$ cat src/rtl/pga_pot_writer.sv
// -----------------------------------------------------------------------------
// pga_pot_writer
//
// Applies a gain setting to the analog front end: writes the requested code
// into an SPI digital potentiometer (mode 0, 16-bit frame {POT_CMD, code},
// MSB first) and sequences the high-gain amplifier (HGA) enable so the pot is
// always written before the HGA is switched into the path, and the HGA is
// bypassed before a pot write that removes it. After each update the block
// waits SETTLE_CYCLES clocks and then pulses done_o.
//
// Requests arriving while busy go into a one-deep pending slot (latest wins).
// A request matching the last written code and current HGA state completes
// without an SPI frame.
//
// Parameters:
//   CLK_DIV        system clocks per SCLK half-period (1..255)
//   SETTLE_CYCLES  settle wait after each update (1..65535)
//   POT_CMD        command byte sent ahead of the pot code
// Ports:
//   clk_i          system clock
//   rst_ni         asynchronous active-low reset
//   pga_code_i     requested pot code
//   hga_active_i   requested HGA state (1 = HGA in path)
//   update_i       single-cycle request strobe
//   sclk_o         SPI clock, idles low
//   mosi_o         SPI data, MSB first
//   cs_n_o         SPI chip select, active low
//   hga_en_o       HGA enable (0 = bypassed)
//   busy_o         update in progress
//   done_o         single-cycle completion pulse
// -----------------------------------------------------------------------------
module pga_pot_writer #(
    parameter int unsigned CLK_DIV       = 4,
    parameter int unsigned SETTLE_CYCLES = 64,
    parameter logic [7:0]  POT_CMD       = 8'h11
) (
    input  logic       clk_i,
    input  logic       rst_ni,
    input  logic [7:0] pga_code_i,
    input  logic       hga_active_i,
    input  logic       update_i,
    output logic       sclk_o,
    output logic       mosi_o,
    output logic       cs_n_o,
    output logic       hga_en_o,
    output logic       busy_o,
    output logic       done_o
);

    typedef enum logic [2:0] {
        StIdle,
        StHgaOff,
        StCsSetup,
        StShift,
        StCsHold,
        StHgaOn,
        StSettle,
        StDone
    } state_e;

    localparam logic [15:0] DivLast    = 16'(CLK_DIV - 1);
    localparam logic [15:0] SettleLast = 16'(SETTLE_CYCLES - 1);

    state_e      state_q;
    logic [15:0] cnt_q;
    logic [15:0] shift_q;
    logic [3:0]  bit_q;
    logic [7:0]  tgt_code_q;
    logic        tgt_hga_q;
    logic [7:0]  last_code_q;
    logic        last_valid_q;
    logic [7:0]  pend_code_q;
    logic        pend_hga_q;
    logic        pend_valid_q;
    logic        sclk_q;
    logic        cs_n_q;
    logic        hga_en_q;
    logic        busy_q;
    logic        done_q;

    // Request source in IDLE: a fresh strobe is newer than anything pending.
    logic       req_go;
    logic [7:0] req_code;
    logic       req_hga;
    logic       req_same;

    always_comb begin
        req_go   = update_i | pend_valid_q;
        req_code = update_i ? pga_code_i : pend_code_q;
        req_hga  = update_i ? hga_active_i : pend_hga_q;
        req_same = last_valid_q && (req_code == last_code_q) && (req_hga == hga_en_q);
    end

    always_ff @(posedge clk_i or negedge rst_ni) begin
        if (!rst_ni) begin
            state_q      <= StIdle;
            cnt_q        <= '0;
            shift_q      <= '0;
            bit_q        <= '0;
            tgt_code_q   <= '0;
            tgt_hga_q    <= 1'b0;
            last_code_q  <= '0;
            last_valid_q <= 1'b0;
            pend_code_q  <= '0;
            pend_hga_q   <= 1'b0;
            pend_valid_q <= 1'b0;
            sclk_q       <= 1'b0;
            cs_n_q       <= 1'b1;
            hga_en_q     <= 1'b0;
            busy_q       <= 1'b0;
            done_q       <= 1'b0;
        end else begin
            done_q <= 1'b0;

            // Any strobe outside IDLE (including the DONE cycle) parks in the slot.
            if (update_i && (state_q != StIdle)) begin
                pend_code_q  <= pga_code_i;
                pend_hga_q   <= hga_active_i;
                pend_valid_q <= 1'b1;
            end

            unique case (state_q)
                StIdle: begin
                    if (req_go) begin
                        tgt_code_q   <= req_code;
                        tgt_hga_q    <= req_hga;
                        busy_q       <= 1'b1;
                        pend_valid_q <= 1'b0;
                        cnt_q        <= '0;
                        if (req_same) begin
                            state_q <= StDone;
                        end else begin
                            shift_q <= {POT_CMD, req_code};
                            bit_q   <= 4'd15;
                            if (!req_hga && hga_en_q) begin
                                // Bypass the HGA before touching the pot.
                                hga_en_q <= 1'b0;
                                state_q  <= StHgaOff;
                            end else begin
                                cs_n_q  <= 1'b0;
                                state_q <= StCsSetup;
                            end
                        end
                    end
                end

                StHgaOff: begin
                    cs_n_q  <= 1'b0;
                    state_q <= StCsSetup;
                end

                StCsSetup: begin
                    if (cnt_q == DivLast) begin
                        cnt_q   <= '0;
                        state_q <= StShift;
                    end else begin
                        cnt_q <= cnt_q + 16'd1;
                    end
                end

                StShift: begin
                    if (cnt_q != DivLast) begin
                        cnt_q <= cnt_q + 16'd1;
                    end else begin
                        cnt_q <= '0;
                        if (!sclk_q) begin
                            sclk_q <= 1'b1;
                        end else begin
                            // Falling edge: the only point where mosi may advance.
                            sclk_q <= 1'b0;
                            if (bit_q == 4'd0) begin
                                state_q <= StCsHold;
                            end else begin
                                bit_q   <= bit_q - 4'd1;
                                shift_q <= {shift_q[14:0], 1'b0};
                            end
                        end
                    end
                end

                StCsHold: begin
                    if (cnt_q == DivLast) begin
                        cnt_q        <= '0;
                        cs_n_q       <= 1'b1;
                        last_code_q  <= tgt_code_q;
                        last_valid_q <= 1'b1;
                        state_q      <= tgt_hga_q ? StHgaOn : StSettle;
                    end else begin
                        cnt_q <= cnt_q + 16'd1;
                    end
                end

                StHgaOn: begin
                    hga_en_q <= 1'b1;
                    cnt_q    <= '0;
                    state_q  <= StSettle;
                end

                StSettle: begin
                    if (cnt_q == SettleLast) begin
                        state_q <= StDone;
                    end else begin
                        cnt_q <= cnt_q + 16'd1;
                    end
                end

                StDone: begin
                    done_q  <= 1'b1;
                    busy_q  <= 1'b0;
                    state_q <= StIdle;
                end
            endcase
        end
    end

    assign sclk_o   = sclk_q;
    assign mosi_o   = shift_q[15];
    assign cs_n_o   = cs_n_q;
    assign hga_en_o = hga_en_q;
    assign busy_o   = busy_q;
    assign done_o   = done_q;

endmodule
$ cat config.mk
export PLATFORM = sky130hd
export DESIGN_NAME = pga_pot_writer
export DESIGN_NICKNAME = d
export VERILOG_FILES = /design/src/rtl/pga_pot_writer.sv
export SDC_FILE = /design/constraint.sdc
export NUM_CORES = 1
export LEC_CHECK = 0
export CAP_MARGIN = 15
export CORE_ASPECT_RATIO = 0.8
export CORE_UTILIZATION = 50
export CTS_CLUSTER_SIZE = 24
export DETAILED_ROUTE_END_ITERATION = 10
export PLACE_DENSITY = 0.71
export SLEW_MARGIN = 10
export SYNTH_ARGS = -nofsm -noshare
export SYNTH_HDL_FRONTEND = slang
export SYNTH_SLANG_ARGS = --single-unit
$ cat constraint.sdc
create_clock -name clk_i -period 2.5 [get_ports clk_i]
set_clock_uncertainty 0.2 [all_clocks]
set_input_delay 0.75 -clock clk_i [delete_from_list [all_inputs] [get_ports clk_i]]
set_output_delay 0.75 -clock clk_i [all_outputs]
set_load 0.01 [all_outputs]
# After elaboration in Yosys (flattened, before gate mapping)
# Cells that the tools add are included.
# Widths: inputs -> output; s select.
# word_totals
reg_bits	72
latchBits	0
ram_bits	0
romBits	0
word_cells	113
memories	0
# op_classes
add_sub_neg	2
n_mul	0
div_mod_pow	0
n_lt_le_gt_ge	0
n_eq_ne	24
n_shift	0
mux	46
bitwise	2
n_reduce_logical	23
# op_table
op	n
$mux 16	9
$pmux 16 s5	1
$pmux 16 s2	1
$mux 3	8
$ne 2x2->1 const B	12
$pmux 3 s8	1
$mux 4	5
$add 16x1->16 const B	1
$eq 16x2->1 const B	1
$eq 16x6->1 const B	1
$ne 16x2->1 const B	1
$mux 1	14
$eq 3x3->1 const B	4
$eq 8x8->1	1
$mux 8	1
$pmux 4 s2	1
$reduce_and 2->1	4
$reduce_and 7->1	1
$eq 3x2->1 const B	2
$reduce_and 6->1	1
$reduce_bool 2->1	3
$reduce_bool 3->1	2
$reduce_and 5->1	1
$reduce_bool 5->1	1
15 further kinds	20

# Longest topological paths before layout
# logic_depth
ltp_word	7
ltp_mapped	8

# Worst setup path before layout
# OpenSTA, ideal clock, no wires.
# synth_path
path_kind	input-to-reg
startpoint	input port update_i
endpoint	register shift_q[0]
setup_ns	0.122
arrival_time_ns	2.291
t_required_ns	2.178
path_slack_ns	-0.112
cell_stages	8
n_path_buf	2
cell_sequence	buf_6 > mux2i_1 > ha_1 > and3_1 > nand4_4 > o221ai_4 > buf_12 > a32o_1
# synth_between
elab_chain_cells	6
elab_cells_between_ends	13
# synth_rtl
element	line	source
start: declaration	41	input logic update_i,
$mux 8	89	req_code = update_i ? pga_code_i : pend_code_q;
$eq 8x8->1	91	req_same = last_valid_q && (req_code == last_code_q) && (req_hga == hga_en_q);
$logic_and 1x1->1 (2 in a row)	91	
$ne 2x2->1 (no source line)	--	
$reduce_and 6->1 (no source line)	--	
end signal: assignment	133	shift_q <= {POT_CMD, req_code};
end signal: assignment	175	shift_q <= {shift_q[14:0], 1'b0};
end: declaration	66	logic [15:0] shift_q;
# Parallel ways exist; a longest one is shown, timed or not. The select of a mux whose other input is x is not followed.
# A chain may end at the register's enable or synchronous reset.

# Worst setup path after layout
# layout_path
startpoint	input port pga_code_i[0]
endpoint	register shift_q[5]
# layout_between
elab_chain_cells	6
# layout_rtl
element	line	source
start: declaration	39	input logic [7:0] pga_code_i,
$mux 8	89	
$eq 8x8->1	91	
$logic_and 1x1->1 (2 in a row)	91	
$ne 2x2->1 (no source line)	--	
$reduce_and 6->1 (no source line)	--	
# No other way between the ends.

==> impl_metrics.env <==
export IMPL_cts_tree="built"
export IMPL_switchingPower_w=0.00188
export IMPL_die_height_um=78.4
export IMPL_hold_path_class="in2async"
export IMPL_hpwl_um=5040
export IMPL_grt_pass1_wl_um=13200
export IMPL_cts_root_buf="clkbuf_8"
export IMPL_ys_types=53
export IMPL_syn2layout_area_growth_pct=25.4
export IMPL_fillerInstances=525
export IMPL_worstPathArrival_ps=2440
export IMPL_syn_inst=338
export IMPL_p_per_area_nw_per_um2=1110
export IMPL_tns_ps=0
export IMPL_worst_slew_pin_slew_ps=444
export IMPL_via_per_inst=5.44
export IMPL_ir_drop_mv=0.608
export IMPL_die_width_um=97.5
export IMPL_ant_nets=0
export IMPL_nets=414
export IMPL_syn_cell_area_um2=3640
export IMPL_grtUsageTotal=0.222
export IMPL_max_freq_mhz=415
export IMPL_drv_slew=0
export IMPL_numCtsBuffers=9
export IMPL_startpoint_type="primary input"
export IMPL_grt_pass1_vias=2700
export IMPL_initial_core_util=0.524
export IMPL_antenna_found_initial=0
export IMPL_place_gp_congestion=0.825
export IMPL_crit_type="in2reg"
export IMPL_critPathCaptureType="register"
export IMPL_cts_htree_levels=3
export IMPL_wire_per_inst_um=15.5
export IMPL_finalNonFillerCells=491
export IMPL_ys_warn_count=0
export IMPL_die_area_um2=7640
export IMPL_final_hold_viol_count=0
export IMPL_critPathMaxFanout=5
export IMPL_intPower_w=0.00320
export IMPL_synthFlopType="dfrtp_1"
export IMPL_fin_crit_sh=0.963
export IMPL_core_um2=6960
export IMPL_period_minus_slack_ps=2410
export IMPL_drt_initial_drc_count=129
export IMPL_max_cap_violations=0
export IMPL_power_frac_comb=0.477
export IMPL_outcome="complete, no violations"
export IMPL_slew_limit_headroom=0.704
export IMPL_utilization=0.657
export IMPL_dp_cells=461
export IMPL_clk_latency_ps=340
export IMPL_synth_fp_nets=353
export IMPL_ios=18
export IMPL_synth_seq_cells=72
export IMPL_required_ps=2530
export IMPL_async_flop_share=1.00
export IMPL_most_common_layout_cells="dfrtp_1 (71), nor2_1 (41), buf_4 (41)"
export IMPL_layout_drive_gt1_share=0.295
export IMPL_drt_pass1_iterations=5
export IMPL_final_common_cell="dfrtp_1"
export IMPL_num_rows=27
export IMPL_antenna_cells=0
export IMPL_grt_start_max_net_pins=73
export IMPL_synth_edf_count=0
export IMPL_swShare=0.370
export IMPL_whs_ps=225
export IMPL_avgSynthCellArea_um2=10.8
export IMPL_vias=2670
export IMPL_r2r_cells=5
export IMPL_power_w=0.00508
export IMPL_power_share_clock=0.173
export IMPL_cts_sinks=72
export IMPL_yosysSeqAreaShare=0.495
export IMPL_drc=0
export IMPL_power_leakage_nw=2.11
export IMPL_seq_power_share=0.350
export IMPL_grt_overflow=0
export IMPL_clockBufferDepth=2
export IMPL_routed_wl_um=7590
export IMPL_portBuffers=17
export IMPL_setup_viol=0
export IMPL_path_clk_slew_ps=80
==> layout make-up <==
cell class                      count  area [um^2]  area share
Timing Repair Buffer               63          572       0.125
Inverter                           14         52.6      0.0115
Sequential cell                    72         1800       0.394
Multi-Input combinational cell    239         1850       0.406
Clock inverter                      4         45.0     0.00985
Clock buffer                       12          135      0.0296
Tap cell                           87          109      0.0238
==> critical path: stages <==
cell and delay (ps):
dlygate4sd2_1 250, mux2_4 270, xor2_1 170, nor4_4 260, nand4_4 190, o221ai_2 200, mux2_4 350
==> kinds of logic (layout without fill, tap and decap cells) <==
group | count (synthesis) | after routing | synth area share
AO/OA/AOI/OAI | 45 | 46 | 0.0790
AND/OR/NAND/NOR | 121 | 121 | 0.173
multiplexers | 46 | 46 | 0.150
flip-flops | 72 | 72 | 0.495
buffers and inverters | 28 | 93 | 0.0360
adder cells (fa/ha/maj) | 3 | 3 | 0.0103
XOR/XNOR | 23 | 23 | 0.0573
==> final timing paths <==
| kind | from | to | slack (ps) |
|---|---|---|---|
| setup / recovery | pga_code_i[0] | shift_q[5]$_DFFE_PN0P_ | 90 |
| hold / removal | rst_ni | shift_q[9]$_DFFE_PN0P_ | 230 |
| setup reg to reg | state_q[2]$_DFFE_PN0P_ | shift_q[5]$_DFFE_PN0P_ | 180 |
| hold reg to reg | busy_o$_DFFE_PN0P_ | busy_o$_DFFE_PN0P_ | 280 |
| max in group asynchronous | rst_ni | cs_n_o$_DFFE_PN1P_ | 1540 |
| min in group clk_i | busy_o$_DFFE_PN0P_ | busy_o$_DFFE_PN0P_ | 280 |
==> layer usage <==
layer  GRT usage  vias to the layer above  share of wire
li1            -                     1306              -
met1       0.338                     1307           0.52
met2       0.315                       51           0.44
met3      0.0543                        6          0.040
met4      0.0574                        0         0.0087
met5           0                        -              0
==> registers in the layout, summed over array words and instances, names as in the netlist, 3 cells and up <==
register and count:
last_code_q 8, tgt_code_q 8, state_q 3, pend_code_q 8, shift_q 16, cnt_q 16
bit_q 4
==> power groups by stage <==
stage / Sequential (W) / Clock [W] / Combinational [W]
global route: 0.00182 / 0.000947 / 0.00269
global placement: 0.00177 / 0 / 0.00221
CTS: 0.00176 / 0.000898 / 0.00240
floorplan: 0.00173 / 0 / 0.00162
detailed placement: 0.00178 / 0 / 0.00228
finish: 0.00178 / 0.000879 / 0.00243
==> cell usage after synthesis (2+ instances only) <==
| cell | instances | area, um^2 |
|---|---|---|
| o31ai_1 | 2 | 15.0 |
| mux2_4 | 8 | 120 |
| nor4_1 | 5 | 31.3 |
| nor2b_1 | 3 | 18.8 |
| xnor2_1 | 14 | 123 |
| buf_2 | 2 | 10.0 |
| ha_1 | 3 | 37.5 |
| inv_1 | 14 | 52.6 |
| and3_1 | 5 | 31.3 |
| nand4_1 | 8 | 50.1 |
| clkbuf_1 | 10 | 37.5 |
| nand3_1 | 10 | 50.1 |
| nor2_1 | 41 | 154 |
| nor3_1 | 9 | 45.0 |
| a21oi_1 | 22 | 110 |
| o21ai_0 | 9 | 45.0 |
| xor2_1 | 8 | 70.1 |
| nand2_1 | 25 | 93.8 |
| nor3b_1 | 2 | 15.0 |
| dfrtp_1 | 71 | 1780 |
| mux2i_2 | 2 | 27.5 |
| mux2_2 | 21 | 236 |
| mux2i_1 | 14 | 140 |
==> through the flow <==
stage	worst slack, ps	area (um^2)
6_report	92.9	4570
3_5_place_dp	-768	4160
5_1_grt	-1.77	4570
3_3_place_gp	-694	4160
2_1_floorplan	-47.3	3660
4_1_cts	29.2	4470
==> repair_timing <==
item,in CTS,in global routing
cloned,1,0
resized for setup,19,16
endpoints found under the setup margin,25,21
hold buffers,0,0
pin swaps,5,6
buffers inserted,8,6
(Power assumes the default switching activity.)
